`config.mk`:
```
export PLATFORM = sky130hd
export DESIGN_NAME = sevseg_capture
export DESIGN_NICKNAME = d
export VERILOG_FILES = /design/src/rtl/sevseg_capture.sv
export SDC_FILE = /design/constraint.sdc
export NUM_CORES = 1
export LEC_CHECK = 0
export ABC_AREA = 0
export BUFFER_PORTS_ARGS = -buffer_cell sky130_fd_sc_hd__buf_4
export CAP_MARGIN = 25
export CORE_MARGIN = 10
export CORE_UTILIZATION = 50
export DETAILED_ROUTE_END_ITERATION = 8
export PLACE_DENSITY = 0.68
export REMOVE_ABC_BUFFERS = 1
export SETUP_SLACK_MARGIN = 0.1
export SYNTH_ARGS = -nofsm -noshare
export SYNTH_HDL_FRONTEND = slang
export SYNTH_SLANG_ARGS = --single-unit
```
`constraint.sdc`:
```
create_clock -name clk -period 6.15 [get_ports clk]
set_input_delay 0.3075 -clock clk [delete_from_list [all_inputs] [get_ports clk]]
set_output_delay 0.3075 -clock clk [all_outputs]
set_load 0.03 [all_outputs]
```
`src/rtl/sevseg_capture.sv`:
```
// Captures a multiplexed 7-segment display bus into four hex nibbles with frame and timeout detection.
// Optional macro SEVSEG_CAPTURE_ACTIVE_LOW_EN inverts anode/seg at the input for common-anode boards.
module sevseg_capture #(
  parameter int unsigned STABLE_CNT = 2,
  parameter int unsigned TIMEOUT    = 1024
) (
  input  logic        clk,
  input  logic        rst_n,
  input  logic [3:0]  anode,
  input  logic [6:0]  seg,
  input  logic        sample_en,
  output logic [15:0] digits,
  output logic [3:0]  digit_err,
  output logic        anode_err,
  output logic        frame_valid,
  output logic        timeout,
  output logic [1:0]  fsm_state   // debug: 0=IDLE 1=GOT0 2=GOT1 3=GOT2
);

  typedef enum logic [1:0] {
    IDLE = 2'd0,
    GOT0 = 2'd1,
    GOT1 = 2'd2,
    GOT2 = 2'd3
  } state_e;

  localparam logic [3:0]  RUN_MAX = 4'(STABLE_CNT);
  localparam logic [15:0] TO_MAX  = 16'(TIMEOUT);

  logic [3:0]  anode_i;
  logic [6:0]  seg_i;

`ifdef SEVSEG_CAPTURE_ACTIVE_LOW_EN
  assign anode_i = ~anode;
  assign seg_i   = ~seg;
`else
  assign anode_i = anode;
  assign seg_i   = seg;
`endif

  state_e      state_q, state_d;
  logic [3:0]  prev_anode_q, prev_anode_d;
  logic [6:0]  prev_seg_q, prev_seg_d;
  logic [3:0]  run_q, run_d;
  logic [15:0] tcnt_q, tcnt_d;
  logic [15:0] digits_q, digits_d;
  logic [3:0]  digit_err_q, digit_err_d;
  logic        anode_err_q, anode_err_d;
  logic        frame_valid_q, frame_valid_d;
  logic        timeout_q, timeout_d;

  logic        onehot;
  logic        same;
  logic        do_latch;
  logic        dec_ok;
  logic [3:0]  dec_val;

  assign onehot = (anode_i != 4'd0) && ((anode_i & (anode_i - 4'd1)) == 4'd0);
  assign same   = (anode_i == prev_anode_q) && (seg_i == prev_seg_q);

  always_comb begin
    dec_ok  = 1'b1;
    dec_val = 4'h0;
    case (seg_i)
      7'h3F: dec_val = 4'h0;
      7'h06: dec_val = 4'h1;
      7'h5B: dec_val = 4'h2;
      7'h4F: dec_val = 4'h3;
      7'h66: dec_val = 4'h4;
      7'h6D: dec_val = 4'h5;
      7'h7D: dec_val = 4'h6;
      7'h07: dec_val = 4'h7;
      7'h7F: dec_val = 4'h8;
      7'h6F: dec_val = 4'h9;
      7'h77: dec_val = 4'hA;
      7'h7C: dec_val = 4'hB;
      7'h39: dec_val = 4'hC;
      7'h5E: dec_val = 4'hD;
      7'h79: dec_val = 4'hE;
      7'h71: dec_val = 4'hF;
      default: dec_ok = 1'b0;
    endcase
  end

  always_comb begin
    state_d       = state_q;
    prev_anode_d  = prev_anode_q;
    prev_seg_d    = prev_seg_q;
    run_d         = run_q;
    tcnt_d        = tcnt_q;
    digits_d      = digits_q;
    digit_err_d   = digit_err_q;
    anode_err_d   = 1'b0;
    frame_valid_d = 1'b0;
    timeout_d     = 1'b0;
    do_latch      = 1'b0;

    if (sample_en) begin
      prev_anode_d = anode_i;
      prev_seg_d   = seg_i;

      // A saturated run never re-latches; only the edge that reaches the threshold does.
      if (!onehot) begin
        anode_err_d = 1'b1;
        run_d       = 4'd0;
      end else if (same) begin
        if (run_q < RUN_MAX) begin
          run_d    = run_q + 4'd1;
          do_latch = ((run_q + 4'd1) == RUN_MAX);
        end
      end else begin
        run_d    = 4'd1;
        do_latch = (RUN_MAX == 4'd1);
      end

      if (do_latch) begin
        for (int k = 0; k < 4; k++) begin
          if (anode_i[k]) begin
            if (dec_ok) begin
              digits_d[4*k +: 4] = dec_val;
              digit_err_d[k]     = 1'b0;
            end else begin
              digit_err_d[k] = 1'b1;
            end
          end
        end

        if (anode_i[0]) begin
          state_d = GOT0;
        end else if (anode_i[1] && (state_q == GOT0)) begin
          state_d = GOT1;
        end else if (anode_i[2] && (state_q == GOT1)) begin
          state_d = GOT2;
        end else if (anode_i[3] && (state_q == GOT2)) begin
          state_d       = IDLE;
          frame_valid_d = 1'b1;
        end else begin
          state_d = IDLE;
        end
        tcnt_d = 16'd0;
      end else if ((tcnt_q + 16'd1) == TO_MAX) begin
        state_d   = IDLE;
        timeout_d = 1'b1;
        tcnt_d    = 16'd0;
      end else begin
        tcnt_d = tcnt_q + 16'd1;
      end
    end
  end

  always_ff @(posedge clk or negedge rst_n) begin
    if (!rst_n) begin
      state_q       <= IDLE;
      prev_anode_q  <= 4'd0;
      prev_seg_q    <= 7'd0;
      run_q         <= 4'd0;
      tcnt_q        <= 16'd0;
      digits_q      <= 16'h0000;
      digit_err_q   <= 4'd0;
      anode_err_q   <= 1'b0;
      frame_valid_q <= 1'b0;
      timeout_q     <= 1'b0;
    end else begin
      state_q       <= state_d;
      prev_anode_q  <= prev_anode_d;
      prev_seg_q    <= prev_seg_d;
      run_q         <= run_d;
      tcnt_q        <= tcnt_d;
      digits_q      <= digits_d;
      digit_err_q   <= digit_err_d;
      anode_err_q   <= anode_err_d;
      frame_valid_q <= frame_valid_d;
      timeout_q     <= timeout_d;
    end
  end

  assign digits      = digits_q;
  assign digit_err   = digit_err_q;
  assign anode_err   = anode_err_q;
  assign frame_valid = frame_valid_q;
  assign timeout     = timeout_q;
  assign fsm_state   = state_q;

endmodule

```
======== Word level (Yosys, flattened, before mapping) ========
Index checks and enable logic that the tools add are counted.
operators by class
  reductions and logical operators ........ 19
  multiplexer cells ....................... 28
  equal/unequal tests ..................... 24
  $lt $le $gt $ge ......................... 1
  add/sub/neg operators ................... 3
  bitwise operators ....................... 1
operator list
  kind                   count
  $eq 7x7->1 const B     12
  $pmux 4 s15            1
  $mux 16                2
  $mux 1                 17
  $add 16x1->16 const B  1
  $eq 16x11->1 const B   1
  $reduce_and 4->1       4
  $reduce_or 16->1       1
  $eq 7x3->1 const B     2
  $eq 7x6->1 const B     2
  $mux 4                 3
  $reduce_and 3->1       4
  $mux 2                 5
  $eq 7x7->1             1
  $logic_and 1x1->1      5
  $add 4x1->4 const B    1
  $and 4x4->4            1
  $eq 2x2->1 const B     2
  $eq 4x2->1 const B     1
  $eq 4x4->1             1
  $logic_not 4->1        1
  $lt 4x2->1 const B     1
  $reduce_and 2->1       2
  $reduce_bool 4->1      1
  4 further kinds        4
storage, ports and cells
  flip-flop bits (word level) ............. 56
  bits of input ports ..................... 14

======== Longest topological paths before layout ========
  word-level depth ........................ 8
  depth in mapped cells ................... 8

======== Worst setup path before layout ========
OpenSTA, ideal clock, no wires.
  path type ............................... register -> register
  start point ............................. register run_q[1]
  end point ............................... register digits_q[10] (netlist: digits[10])
  cell stages (with the launch flop) ...... 7
  required time ........................... 6.025 ns
  buffers on the path ..................... 0
  setup slack ............................. 4.000 ns
  setup time .............................. 0.125 ns
  data arrival time ....................... 2.026 ns
  cells stage by stage .................... dfrtp_1 nor3_2 nand3b_1 nor4_4 nand2_2 nor3_4 mux2_2
between the ends
  word-level cells in the longest chain between the ends .. 7
ends and longest elaborated chain
  what                          line  source
  start, declared               44    logic [3:0] run_q, run_d;
  start signal, assigned        167   run_q <= run_d;
  $add 4x1->4                   109   do_latch = ((run_q + 4'd1) == RUN_MAX);
  $eq 4x2->1                    109
  $mux 1 *                      107   if (run_q < RUN_MAX) begin
  $mux 1 *                      106   end else if (same) begin
  $mux 1 *                      103   if (!onehot) begin
  $mux 1 *                      98    if (sample_en) begin
  $reduce_and 4->1 (no line) *  --
  end signal, assigned          169   digits_q <= digits_d;
  end, declared                 46    logic [15:0] digits_q, digits_d;
Mark *: on every way between the ends. The rest lies on a longest branch, timed or not. The select of a mux whose other input is x is not followed.
A chain may end at the register's enable or synchronous reset.

======== Final worst setup path ========
  start point ............................. register run_q[1]
  end point ............................... register digits_q[11] (netlist: digits[11])
Same word-level chain as after synthesis.

==> metrics <==
number of flops mapped to enable cells by yosys=0; Max FO, Critical Path=19; PortBufs=38; GP Congestion=0.814; Overflow after GRT=0; sequential cell area fraction in the yosys report=41.6%; max cap viols=0; peak supply drop=157 uV; routed vias=2670; Clock Latency Late Sink=0.31 ns; hpwl dp=5610 um; fraction of registers with async set/reset=100%; Routed WL per cell=17.3 um; Setup TNS Final=0 ns; cell chain of the critical path=nor3_2, nand3b_1, nor4_4, nand2_2, nor3_4, mux2_2; Setup WS post-layout=3.49 ns; Hold WS=0.0330 ns; Slew Viols, Final=0; Clk pwr share=22.9%; number of global-route vias before repair=2482; Startpoint Class=flop; die height=102 um; power share of the combinational group=24.9%; main combinational cell family by area after synthesis=simple AND/OR/NAND/NOR gates; post-CTS sizing=0; Post-Syn Area=0.00337 mm2; Core Rows=29; Arr. time, crit path=2.86 ns; CTS tree=built; multiplexer share of the synthesized area=10.2%; Main synth FF type=dfrtp_1; min Tclk post-route=2.66 ns; slew margin rel.=35.2%; reg-to-reg setup timing slack=3.49 ns; XOR/XNOR share of the synthesized area=4.42%; worst-margin pin slew=0.965 ns; Synth Area in Simple Gates=23.7%; io pins=39; RSZ-0062 raised after global routing=no; crit end category=flop; Sw Share=35.5%; Critical Path Max Stage Delay=0.44 ns; Setup Crit Path Kind=flop to flop; Hold Violations, Final=0; worst flop-to-flop path endpoint=digits[11]$_DFFE_PN0P_; Synth Area in Compound Gates=13.1%; post-route ant nets=0; hold_buf cts=0; Worst Hold Class=input pin to asynchronous set/reset pin; worst reg2reg startpoint=run_q[1]$_DFFE_PN0P_; Setup Skew=0.00732 ns; area grow syn2layout=10.5%; Synth Instances=343; CTS max path bufs=2; first-pass GRT wire length=12800 um; Sink Count=56; largest net degree at the start of global routing=57; DR iter-0 viols=171; library cells used by synthesis=63; Mean Syn Cell Area=9.82 um2; status=finished clean; antenna violations before repair=0; area share of fa/ha/maj cells after synthesis=1.11%; Flop pwr share=52.1%; DRT Wirelength=7710 um; CTS Buf Count=5; Total Routing Usage GR=15.0%; Initial Util=52.2%; dpl ws=3.49 ns; H-tree lvl count=2; final setup violation count=0; CP max stage cell=dfrtp_1; setup repair bufs after CTS=0; final net count=384; Critical Path RT=6.35 ns; remaining design rule violation count=0; DIE WIDTH=102 um; period utilisation layout=43.3%; Power Dens Cells=244 mW/mm2; synth warn=0; R2R cell count=6; flops & latches, synth=56; share of cells above drive strength 1=25.0%; Root Driver=clkbuf_8; Switching Power=0.322 mW; vias per cell=6.00; DIE AREA=0.0104 mm2; diode count=0; CTS clock-pin slew for the worst setup and hold paths=0.11 ns; P_int=0.586 mW; LEAKAGE=1.70 nW; fmax=0.376 GHz; CORE AREA=0.00646 mm2; drt pass-1 iters=5
-- worst max-delay path by stage --
stage	slack (ns)	cells after the start	end	startpoint
6_report	3.49	6	digits[11]$_DFFE_PN0P_	run_q[1]$_DFFE_PN0P_
3_5_place_dp	3.49	6	digits[15]$_DFFE_PN0P_	anode[1]
3_3_place_gp	3.54	6	digits[15]$_DFFE_PN0P_	anode[1]
2_1_floorplan	3.89	5	digits[10]$_DFFE_PN0P_	anode[1]
4_1_cts	3.51	6	digits[11]$_DFFE_PN0P_	run_q[1]$_DFFE_PN0P_
5_1_grt	3.32	6	digits[11]$_DFFE_PN0P_	run_q[1]$_DFFE_PN0P_
-- worst max-delay path, delay by kind of cell, from the launching register on --
kind / cells / cell delay (ns)
flops: 1 / 0.44
mux: 1 / 0.37
simple gates: 5 / 1.74
-- power by group through the flow --
stage	combinational, mW	clock [mW]	sequential [mW]
final	0.226	0.208	0.473
after floorplan	0.163	0	0.466
after detailed placement	0.226	0	0.479
after CTS	0.228	0.214	0.472
after global placement	0.222	0	0.478
after global routing	0.257	0.232	0.481
-- Yosys cell counts, types with 3 or more instances --
library cell | count | area, um2
dfrtp_1 | 56 | 1400
mux2_2 | 26 | 293
o21ai_0 | 26 | 130
nand3_1 | 22 | 110
inv_1 | 21 | 78.8
nand2_1 | 20 | 75.1
nor2_1 | 15 | 56.3
xnor2_1 | 15 | 131
nand4_1 | 13 | 81.3
a21oi_1 | 12 | 60.1
buf_2 | 9 | 45.0
a31oi_1 | 7 | 43.8
and3_1 | 6 | 37.5
nor3_1 | 6 | 30.0
nor4_1 | 6 | 37.5
clkbuf_1 | 5 | 18.8
mux2i_1 | 4 | 40.0
nor3_4 | 4 | 65.1
a211o_1 | 3 | 26.3
and4_1 | 3 | 26.3
buf_4 | 3 | 22.5
ha_1 | 3 | 37.5
nand3b_1 | 3 | 22.5
o31ai_1 | 3 | 22.5
-- cells in the final DEF (no fill, tap or decap), types with 4 or more instances in the layout --
cell | synthesis | final
buf_4 | 3 | 38
a31oi_1 | 7 | 7
nand3_1 | 22 | 22
inv_1 | 21 | 21
nand2_1 | 20 | 20
nor3_1 | 6 | 6
a21oi_1 | 12 | 12
dfrtp_1 | 56 | 56
nor2_1 | 15 | 15
mux2_2 | 26 | 26
mux2i_1 | 4 | 4
xnor2_1 | 15 | 15
clkbuf_8 | 0 | 5
nor3_4 | 4 | 4
o21ai_0 | 26 | 26
and3_1 | 6 | 6
nor4_1 | 6 | 6
nand4_1 | 13 | 13
-- state kept, by name (all words and copies together), names as in the netlist --
signal / cells
prev_seg_q: 7
fsm_state: 2
frame_valid: 1
digit_err: 4
run_q: 4
timeout: 1
anode_err: 1
digits: 16
prev_anode_q: 4
tcnt_q: 16
-- final cells by class --
class,instances,area [um2]
inverter,21,78.8
timing repair buffer,38,285
clock inverter,3,22.5
tap,77,96.3
multi-input combinational,245,1770
fill,569,2730
sequential,56,1400
clock buffer,5,68.8
-- cell families after synthesis --
family	Yosys count
AO/OA/AOI/OAI	69
flip-flops	56
buffers and inverters	42
multiplexers	31
AND/OR/NAND/NOR	125
adder cells (fa/ha/maj)	3
XOR/XNOR	17
-- metal layers --
layer | global-route usage, % | wire (um) | vias up | share of wire [%]
met5 | 0 | 0 | - | 0
met4 | 3.15 | 61 | 0 | 0.79
met3 | 3.04 | 331 | 4 | 4.3
met2 | 23.3 | 3630 | 51 | 47
met1 | 21.0 | 3690 | 1312 | 48
li1 | - | - | 1303 | -
-- per-stage QoR --
stage | total power [mW] | instance area (um2) | std cells | util, %
floorplan | 0.628 | 3250 | 322 | -
global placement | 0.700 | 3630 | 437 | 56.3
detailed placement | 0.705 | 3630 | 437 | 56.3
CTS | 0.913 | 3720 | 445 | 57.7
global route | 0.970 | 3720 | 445 | 57.7
finish | 0.907 | 3720 | 445 | 57.7
Note: power is estimated with default switching activity, not from simulation.
